$ cat src/rtl/arrow_pkg.sv
// Shared definitions for the arrow motion controller.
//   arrow_state_t : controller state encoding (IDLE / FLYING / COOLDOWN)
//   *_DEF         : default geometry and timing values for arrow_move_ctrl
//   COORD_W       : width of all pixel coordinates
package arrow_pkg;

  typedef enum logic [1:0] {
    IDLE     = 2'd0,
    FLYING   = 2'd1,
    COOLDOWN = 2'd2
  } arrow_state_t;

  localparam int unsigned COORD_W             = 11;
  localparam int unsigned ARROW_SPEED_DEF     = 4;
  localparam int unsigned Y_FLOOR_DEF         = 440;
  localparam int unsigned CHAR_X_OFFSET_DEF   = 16;
  localparam int unsigned COOLDOWN_FRAMES_DEF = 8;

endpackage

$ cat src/rtl/key_edge_detect.sv
// Rising-edge detector for a key level input.
//   clk    : system clock
//   resetN : asynchronous active-low reset
//   in     : key level (high while held)
//   rise   : high for the clk in which 'in' is high and was low on the previous clk
module key_edge_detect (
  input  logic clk,
  input  logic resetN,
  input  logic in,
  output logic rise
);

  logic in_q;

  always_ff @(posedge clk or negedge resetN) begin
    if (!resetN) begin
      in_q <= 1'b0;
    end else begin
      in_q <= in;
    end
  end

  assign rise = in & ~in_q;

endmodule

$ cat src/rtl/arrow_move_ctrl.sv
// Arrow motion controller, downstream of the border/collision detector.
// Launches an arrow from the character on a fire key press, grows it upward
// once per frame, retracts it on a ceiling or bubble hit, then holds off new
// shots for a cooldown period.
//   clk            : system clock
//   resetN         : asynchronous active-low reset
//   startOfFrame   : 1-clk pulse at frame start
//   pause          : freeze motion and counters (hit flags still accumulate)
//   fireKey        : fire key level
//   charX          : character left X
//   arrowHitTop    : arrow drawn on row 0 this clk
//   arrowHitBubble : arrow/bubble overlap this clk
//   arrowActive    : arrow exists
//   arrowX         : arrow column, latched at launch
//   arrowTopY      : arrow tip row (base fixed at Y_FLOOR)
//   arrowFired     : 1-clk pulse on launch
//   arrowPopped    : 1-clk pulse when a bubble hit retracts the arrow
module arrow_move_ctrl
  import arrow_pkg::*;
#(
  parameter int unsigned ARROW_SPEED     = ARROW_SPEED_DEF,
  parameter int unsigned Y_FLOOR         = Y_FLOOR_DEF,
  parameter int unsigned CHAR_X_OFFSET   = CHAR_X_OFFSET_DEF,
  parameter int unsigned COOLDOWN_FRAMES = COOLDOWN_FRAMES_DEF
) (
  input  logic               clk,
  input  logic               resetN,
  input  logic               startOfFrame,
  input  logic               pause,
  input  logic               fireKey,
  input  logic [COORD_W-1:0] charX,
  input  logic               arrowHitTop,
  input  logic               arrowHitBubble,
  output logic               arrowActive,
  output logic [COORD_W-1:0] arrowX,
  output logic [COORD_W-1:0] arrowTopY,
  output logic               arrowFired,
  output logic               arrowPopped
);

  localparam int unsigned CNT_W = (COOLDOWN_FRAMES > 1) ? $clog2(COOLDOWN_FRAMES) : 1;

  localparam logic [COORD_W-1:0] Y_FLOOR_C  = COORD_W'(Y_FLOOR);
  localparam logic [COORD_W-1:0] SPEED_C    = COORD_W'(ARROW_SPEED);
  localparam logic [COORD_W-1:0] X_OFFSET_C = COORD_W'(CHAR_X_OFFSET);
  localparam logic [CNT_W-1:0]   CNT_LAST_C = CNT_W'(COOLDOWN_FRAMES - 1);

  arrow_state_t       state_q, state_d;
  logic [COORD_W-1:0] x_q, x_d;
  logic [COORD_W-1:0] top_q, top_d;
  logic               active_q, active_d;
  logic               fired_q, fired_d;
  logic               popped_q, popped_d;
  logic               hit_top_q, hit_top_d;
  logic               hit_bub_q, hit_bub_d;
  logic [CNT_W-1:0]   cnt_q, cnt_d;

  logic press;
  logic flying;
  logic frame_tick;
  logic hit_top_now;
  logic hit_bub_now;

  key_edge_detect u_fire_edge (
    .clk    (clk),
    .resetN (resetN),
    .in     (fireKey),
    .rise   (press)
  );

  assign flying     = (state_q == FLYING);
  assign frame_tick = startOfFrame & ~pause;

  // A strobe landing on the startOfFrame clk itself still counts for the
  // frame being evaluated, since the flags are cleared on that same edge.
  assign hit_top_now = hit_top_q | (flying & arrowHitTop);
  assign hit_bub_now = hit_bub_q | (flying & arrowHitBubble);

  always_comb begin
    state_d   = state_q;
    x_d       = x_q;
    top_d     = top_q;
    active_d  = active_q;
    fired_d   = 1'b0;
    popped_d  = 1'b0;
    cnt_d     = cnt_q;
    hit_top_d = hit_top_now;
    hit_bub_d = hit_bub_now;

    unique case (state_q)
      IDLE: begin
        if (press && !pause) begin
          state_d  = FLYING;
          x_d      = charX + X_OFFSET_C;
          top_d    = Y_FLOOR_C;
          active_d = 1'b1;
          fired_d  = 1'b1;
        end
      end

      FLYING: begin
        if (frame_tick) begin
          if (hit_bub_now || hit_top_now || (top_q == '0)) begin
            state_d  = COOLDOWN;
            active_d = 1'b0;
            top_d    = Y_FLOOR_C;
            cnt_d    = '0;
            popped_d = hit_bub_now;
          end else begin
            top_d = (top_q > SPEED_C) ? (top_q - SPEED_C) : '0;
          end
        end
      end

      COOLDOWN: begin
        if (frame_tick) begin
          if (cnt_q == CNT_LAST_C) begin
            state_d = IDLE;
          end else begin
            cnt_d = cnt_q + 1'b1;
          end
        end
      end

      default: begin
        state_d = IDLE;
      end
    endcase

    if (frame_tick) begin
      hit_top_d = 1'b0;
      hit_bub_d = 1'b0;
    end
  end

  always_ff @(posedge clk or negedge resetN) begin
    if (!resetN) begin
      state_q   <= IDLE;
      x_q       <= '0;
      top_q     <= Y_FLOOR_C;
      active_q  <= 1'b0;
      fired_q   <= 1'b0;
      popped_q  <= 1'b0;
      hit_top_q <= 1'b0;
      hit_bub_q <= 1'b0;
      cnt_q     <= '0;
    end else begin
      state_q   <= state_d;
      x_q       <= x_d;
      top_q     <= top_d;
      active_q  <= active_d;
      fired_q   <= fired_d;
      popped_q  <= popped_d;
      hit_top_q <= hit_top_d;
      hit_bub_q <= hit_bub_d;
      cnt_q     <= cnt_d;
    end
  end

  assign arrowActive = active_q;
  assign arrowX      = x_q;
  assign arrowTopY   = top_q;
  assign arrowFired  = fired_q;
  assign arrowPopped = popped_q;

endmodule

$ cat config.mk
export PLATFORM = sky130hd
export DESIGN_NAME = arrow_move_ctrl
export DESIGN_NICKNAME = d
export VERILOG_FILES = /design/src/rtl/arrow_pkg.sv /design/src/rtl/key_edge_detect.sv /design/src/rtl/arrow_move_ctrl.sv
export SDC_FILE = /design/constraint.sdc
export NUM_CORES = 1
export LEC_CHECK = 0
export CAP_MARGIN = 25
export CORE_MARGIN = 4
export CORE_UTILIZATION = 35
export CTS_CLUSTER_SIZE = 16
export DETAILED_ROUTE_END_ITERATION = 8
export PLACE_DENSITY_LB_ADDON = 0.15
export SLEW_MARGIN = 20
export SYNTH_ARGS = -nofsm -noshare
export SYNTH_HDL_FRONTEND = slang
export SYNTH_SLANG_ARGS = --single-unit
$ cat constraint.sdc
create_clock -name clk -period 6.1 [get_ports clk]
set_clock_uncertainty 0.1 [all_clocks]
set_input_delay 0.61 -clock clk [delete_from_list [all_inputs] [get_ports clk]]
set_output_delay 0.61 -clock clk [all_outputs]
set_load 0.02 [all_outputs]
Yosys cells after proc, flatten, opt, wreduce, memory -nomap -nowiden

Cells that the tools add are included.

Word-level logic and storage cells: 71
Output and inout bits: 25
Register bits after elaboration: 33

Bitwise operators: 8
$add $sub $neg: 3
Reductions and logical operators: 13
Eq/ne operators: 9
Multiplexer cells: 27
Magnitude comparators: 1

Operators with widths:

| kind                                                            | number |
|---|---|
| two-way mux 11 bit                                              | 4 |
| case mux 11 bit (2 select lines)                                | 1 |
| two-way mux 3 bit                                               | 4 |
| adder 11 x 5 -> 11 bit (second input constant)                  | 1 |
| greater-than comparator 11 x 3 -> 1 bit (second input constant) | 1 |
| logical NOT 11 bit                                              | 1 |
| subtractor 11 x 3 -> 11 bit (second input constant)             | 1 |
| two-way mux 1 bit                                               | 10 |
| two-way mux 2 bit                                               | 5 |
| AND reduction 5 bit                                             | 2 |
| inequality test 2 bit (second input constant)                   | 4 |
| case mux 2 bit (3 select lines)                                 | 1 |
| case mux 3 bit (2 select lines)                                 | 1 |
| bitwise AND 1 bit                                               | 4 |
| inequality test 2 x 1 -> 1 bit (second input constant)          | 2 |
| AND reduction 4 bit                                             | 1 |
| nonzero test 2 bit                                              | 2 |
| adder 3 x 1 -> 3 bit (second input constant)                    | 1 |
| equality test 3 bit (second input constant)                     | 1 |
| AND reduction 3 bit                                             | 1 |
| equality test 2 x 1 -> 1 bit (second input constant)            | 1 |
| equality test 2 bit (second input constant)                     | 1 |
| logical NOT 2 bit                                               | 1 |
| logical OR 1 bit                                                | 2 |
| other kinds (6)                                                 | 8 |

Depth between registers and ports, before layout

Depth after elaboration: 8
Depth in mapped cells: 7
Mapped depth without buffers: 6

Hierarchy

Synthesis repeated with hierarchy kept, for this count alone.

Cell total of the unflattened synthesis: 156
Area, all modules: 1,627.8 µm²

Modules (own cells, without submodules):

| module          | area each (µm²) | times used | cells an instance |
|---|---|---|---|
| arrow_move_ctrl | 1,589.0         | 1          | 154 |
| key_edge_detect | 38.8            | 1          | 2 |

Worst setup path after synthesis

OpenSTA, ideal clock, no wires.

Path type: flip-flop to flip-flop
From: register top_q[2] (netlist: arrowTopY[2])
To: register cnt_q[0]
Library setup time: 125 ps
Clock period less this slack: 2,301 ps
Stages on the path, launching flop included: 7
Data required time: 5,875 ps
Buffers on the path: 0
Setup slack: 3,799 ps
Arrival time: 2,076 ps
Cells stage by stage: dfrtp_1 > inv_1 > ha_1 > or4b_4 > o211a_1 > and3b_2 > mux2_2

Word-level cells in the longest chain between the ends: 4

RTL lines:

| item                                     | RTL line               | text |
|---|---|---|
| from (decl)                              | arrow_move_ctrl.sv:50  | `logic [COORD_W-1:0] top_q, top_d;` |
| from (signal assigned)                   | arrow_move_ctrl.sv:150 | `top_q <= top_d;` |
| logical NOT 11 bit                       | arrow_move_ctrl.sv:103 | `if (hit_bub_now \|\| hit_top_now \|\| (top_q == '0)) begin` |
| logical OR 1 bit                         | arrow_move_ctrl.sv:103 |  |
| inequality test 2 x 1 -> 1 bit (no line) | --                     |  |
| AND reduction 5 bit (no line)            | --                     |  |
| to (signal assigned)                     | arrow_move_ctrl.sv:156 | `cnt_q <= cnt_d;` |
| to (decl)                                | arrow_move_ctrl.sv:56  | `logic [CNT_W-1:0] cnt_q, cnt_d;` |

No other way between the ends.
A chain may end at the register's enable or synchronous reset.

Worst setup path in the final report

Ends and elaborated chain as after synthesis.

==> results.md <==
* Placed wire-length estimate at 2.612 mm
* Antenna violations before repair at 0
* Clock share of power at 22.3%
* Crit path max fanout at 11
* Clock sink total at 31
* Unrepaired setup endpoints after global routing: no
* Post-Synthesis Cell Area at 1588 µm²
* Unique masters post-synth at 45
* Layout cells sized above 1 at 14.29%
* CP endpoint kind: flip-flop
* Gpl congestion at 0.8054
* Routed vias/inst at 5.004
* Num CTS Buffers at 5
* Global-route wire length before repair at 5.609 mm
* Clock Path Buffers at 2
* Mapped Cells at 151
* Die span in y at 75.36 µm
* Status: finished clean
* Final slew viol count at 0
* Setup tns final at 0 ns
* Total grt overflow at 0
* Number of synthesized flops with an enable pin at 0
* Worst relative slew slack at 35.25%
* Synth Register Bits at 31
* Slew @ Worst Pin at 0.9640 ns
* Worst-skew pair later-pin latency at 0.27 ns
* Reg2reg end: cnt_q[0]
* GR Util met3 at 3.430%
* Leakage at 0.8770 nW
* Final hold violation count at 0
* FF-to-FF setup slack at 3.55 ns
* DR vias at 1241
* Worst reg2reg path startpoint: arrowTopY[2]
* Crit path to: cnt_q[0]
* Tmin final at 2.549 ns
* DRT Pass-1 Iters at 4
* M2 GR Usage at 21.00%
* Number of global-route vias before repair at 1218
* Post-CTS Resized at 0
* Ys flop type: dfrtp_1
* Placed Area at 2028 µm²
* Sw Ratio at 34.45%
* DR iter-0 viols at 77
* I/O pin total at 43
* Post-route cell area at 2132 µm²
* Worst Path Required at 6.16 ns
* Initial Util at 36.22%
* Final setup violation count at 0
* Pwr/cell area at 371.5 nW/µm²
* H-Tree Depth at 2
* Area of the die at 5678 µm²
* Reg2reg path depth at 6
* Post CTS Setup Buffer Count at 0
* Sequential power share at 40.5%
* Routed wire per std cell at 13.81 µm
* Total power draw at 792.1 µW
* Fmax at 0.3923 GHz
* Nets at 219
* Root Driver: clkbuf_8
* WS Path Type: flip-flop to flip-flop
* Worst Hold Class: flip-flop to flip-flop
* Number of inserted diodes at 0
* VDD IR max at 0.2318 mV
* Pin count of the biggest net entering global routing at 32
* CTS tree: done
* DR DRC count at 0
* MaxCap Viol Count at 0
* Reg clk slew, reported paths at 0.07 ns
* P_int at 519.2 µW
* Combinational Power Share at 37.2%
* Crit path DAT at 2.61 ns
* Total GRT Usage at 12.97%
* Net switching power at 272.9 µW
* Core region area at 4384 µm²
* Worst Setup Start Kind: flip-flop
* CP Launch Point: arrowTopY[2]
* Seq/Total Area, Yosys at 49.25%
* Crit share post-route at 41.79%
* Layout area overhead at 34.28%
* # rows at 24
* Synth Area per Inst at 10.52 µm²
* Warnings from Yosys at 0
* GR peak layer: met2
* Routed Wire Length at 3.424 mm
* Post-synth ARST share at 100.0%
* IO Port Bufs at 40
* Post-CTS Hold Fix Bufs at 0
* Met1 Usage GRT at 16.76%
* Post-route ant nets at 0
* Die width at 75.36 µm
-- placed cells by master (no fill, tap or decap), drive strengths merged, types with 2 or more instances in the layout --
cell,n
nor2,18
o21ai,8
o22ai,2
nand2b,4
clkdlybuf4s50,40
nand2,9
dfstp,5
nand3,7
nor2b,2
clkbuf,7
xnor2,3
a21oi,11
mux2,8
nor3,2
inv,9
nor4,2
xor2,2
dfrtp,26
conb,2
ha,6
-- worst min-delay path by stage --
stage | startpoint | to | slack [ns] | cells after the start
detailed placement | arrowX[0] | arrowX[0] | 0.40 | 1
floorplan | resetN | arrowActive | 0.21 | 0
global route | arrowX[0] | arrowX[0] | 0.43 | 1
global placement | hit_top_q | hit_top_q | 0.38 | 2
finish | arrowTopY[5] | arrowTopY[5] | 0.40 | 2
CTS | arrowX[0] | arrowX[0] | 0.41 | 1
-- cell families after synthesis --
kind of cell | count (synthesis) | share of synthesized area [%]
buf+inv | 14 | 4.412
flops | 31 | 49.25
mux | 9 | 6.304
fa+ha+maj | 6 | 4.728
other cells | 1 | 0.2362
compound gates | 35 | 15.05
xor+xnor | 5 | 2.759
simple gates | 50 | 17.26
-- power by group through the flow --
stage,Combinational [mW],Clock [mW],Sequential (mW)
2_1_floorplan,0.109,0,0.372
3_3_place_gp,0.292,0,0.320
3_5_place_dp,0.298,0,0.323
4_1_cts,0.300,0.181,0.321
5_1_grt,0.321,0.190,0.331
6_report,0.295,0.177,0.321
-- layer usage --
| metal | vias up | wire length, µm |
|---|---|---|
| met5 | - | 0 |
| met3 | 5 | 183 |
| li1 | 616 | - |
| met2 | 35 | 1638 |
| met1 | 585 | 1563 |
| met4 | 0 | 38 |
-- area by class of cell --
class / instances / area, µm²
Tap cell: 52 / 65.06
Clock buffer: 7 / 96.34
Sequential cell: 31 / 782.0
Multi-Input combinational cell: 107 / 739.5
Clock inverter: 1 / 7.507
Fill cell: 414 / 2252
Inverter: 9 / 33.78
Timing Repair Buffer: 41 / 407.9
-- metrics by stage --
step | util [%] | std cells | hold WS (ns) | setup WS [ns]
after floorplan | - | 152 | 0.2144 | 3.799
after global placement | 46.26 | 240 | 0.3819 | 3.500
after detailed placement | 46.26 | 240 | 0.3955 | 3.442
after CTS | 48.63 | 248 | 0.4106 | 3.549
after global routing | 48.63 | 248 | 0.4282 | 3.445
final | 48.63 | 248 | 0.4031 | 3.551
-- sequential cells by signal, indices dropped and copies added (netlist names) --
signal and cells:
arrowActive 1, arrowFired 1, arrowPopped 1, arrowTopY 9
arrowX 11, cnt_q 3, hit_bub_q 1, hit_top_q 1
state_q 2, u_fire_edge.in_q 1
-- synthesized netlist by cell type (2+ instances only) --
library cell	count	share of area, %
nor3_1	2	0.63
dfrtp_1	26	41
nand2b_1	3	1.2
dfstp_2	5	8.3
nor2_1	18	4.3
ha_1	6	4.7
buf_2	2	0.63
a21oi_1	11	3.5
nand3_1	7	2.2
buf_4	2	0.95
nor2b_1	2	0.79
nand2_1	9	2.1
xnor2_1	3	1.7
inv_1	9	2.1
xor2_1	2	1.1
o22ai_1	2	0.79
o21ai_0	7	2.2
mux2_2	8	5.7
-- worst max-delay path: stages, from the launching register on --
cell and delay (ns):
dfrtp_1 0.44, inv_1 0.11, ha_1 0.25, or4b_4 0.52, o211a_1 0.36, and3b_2 0.31, mux2_2 0.35
No activity file was read; power rests on OpenSTA's default activity.
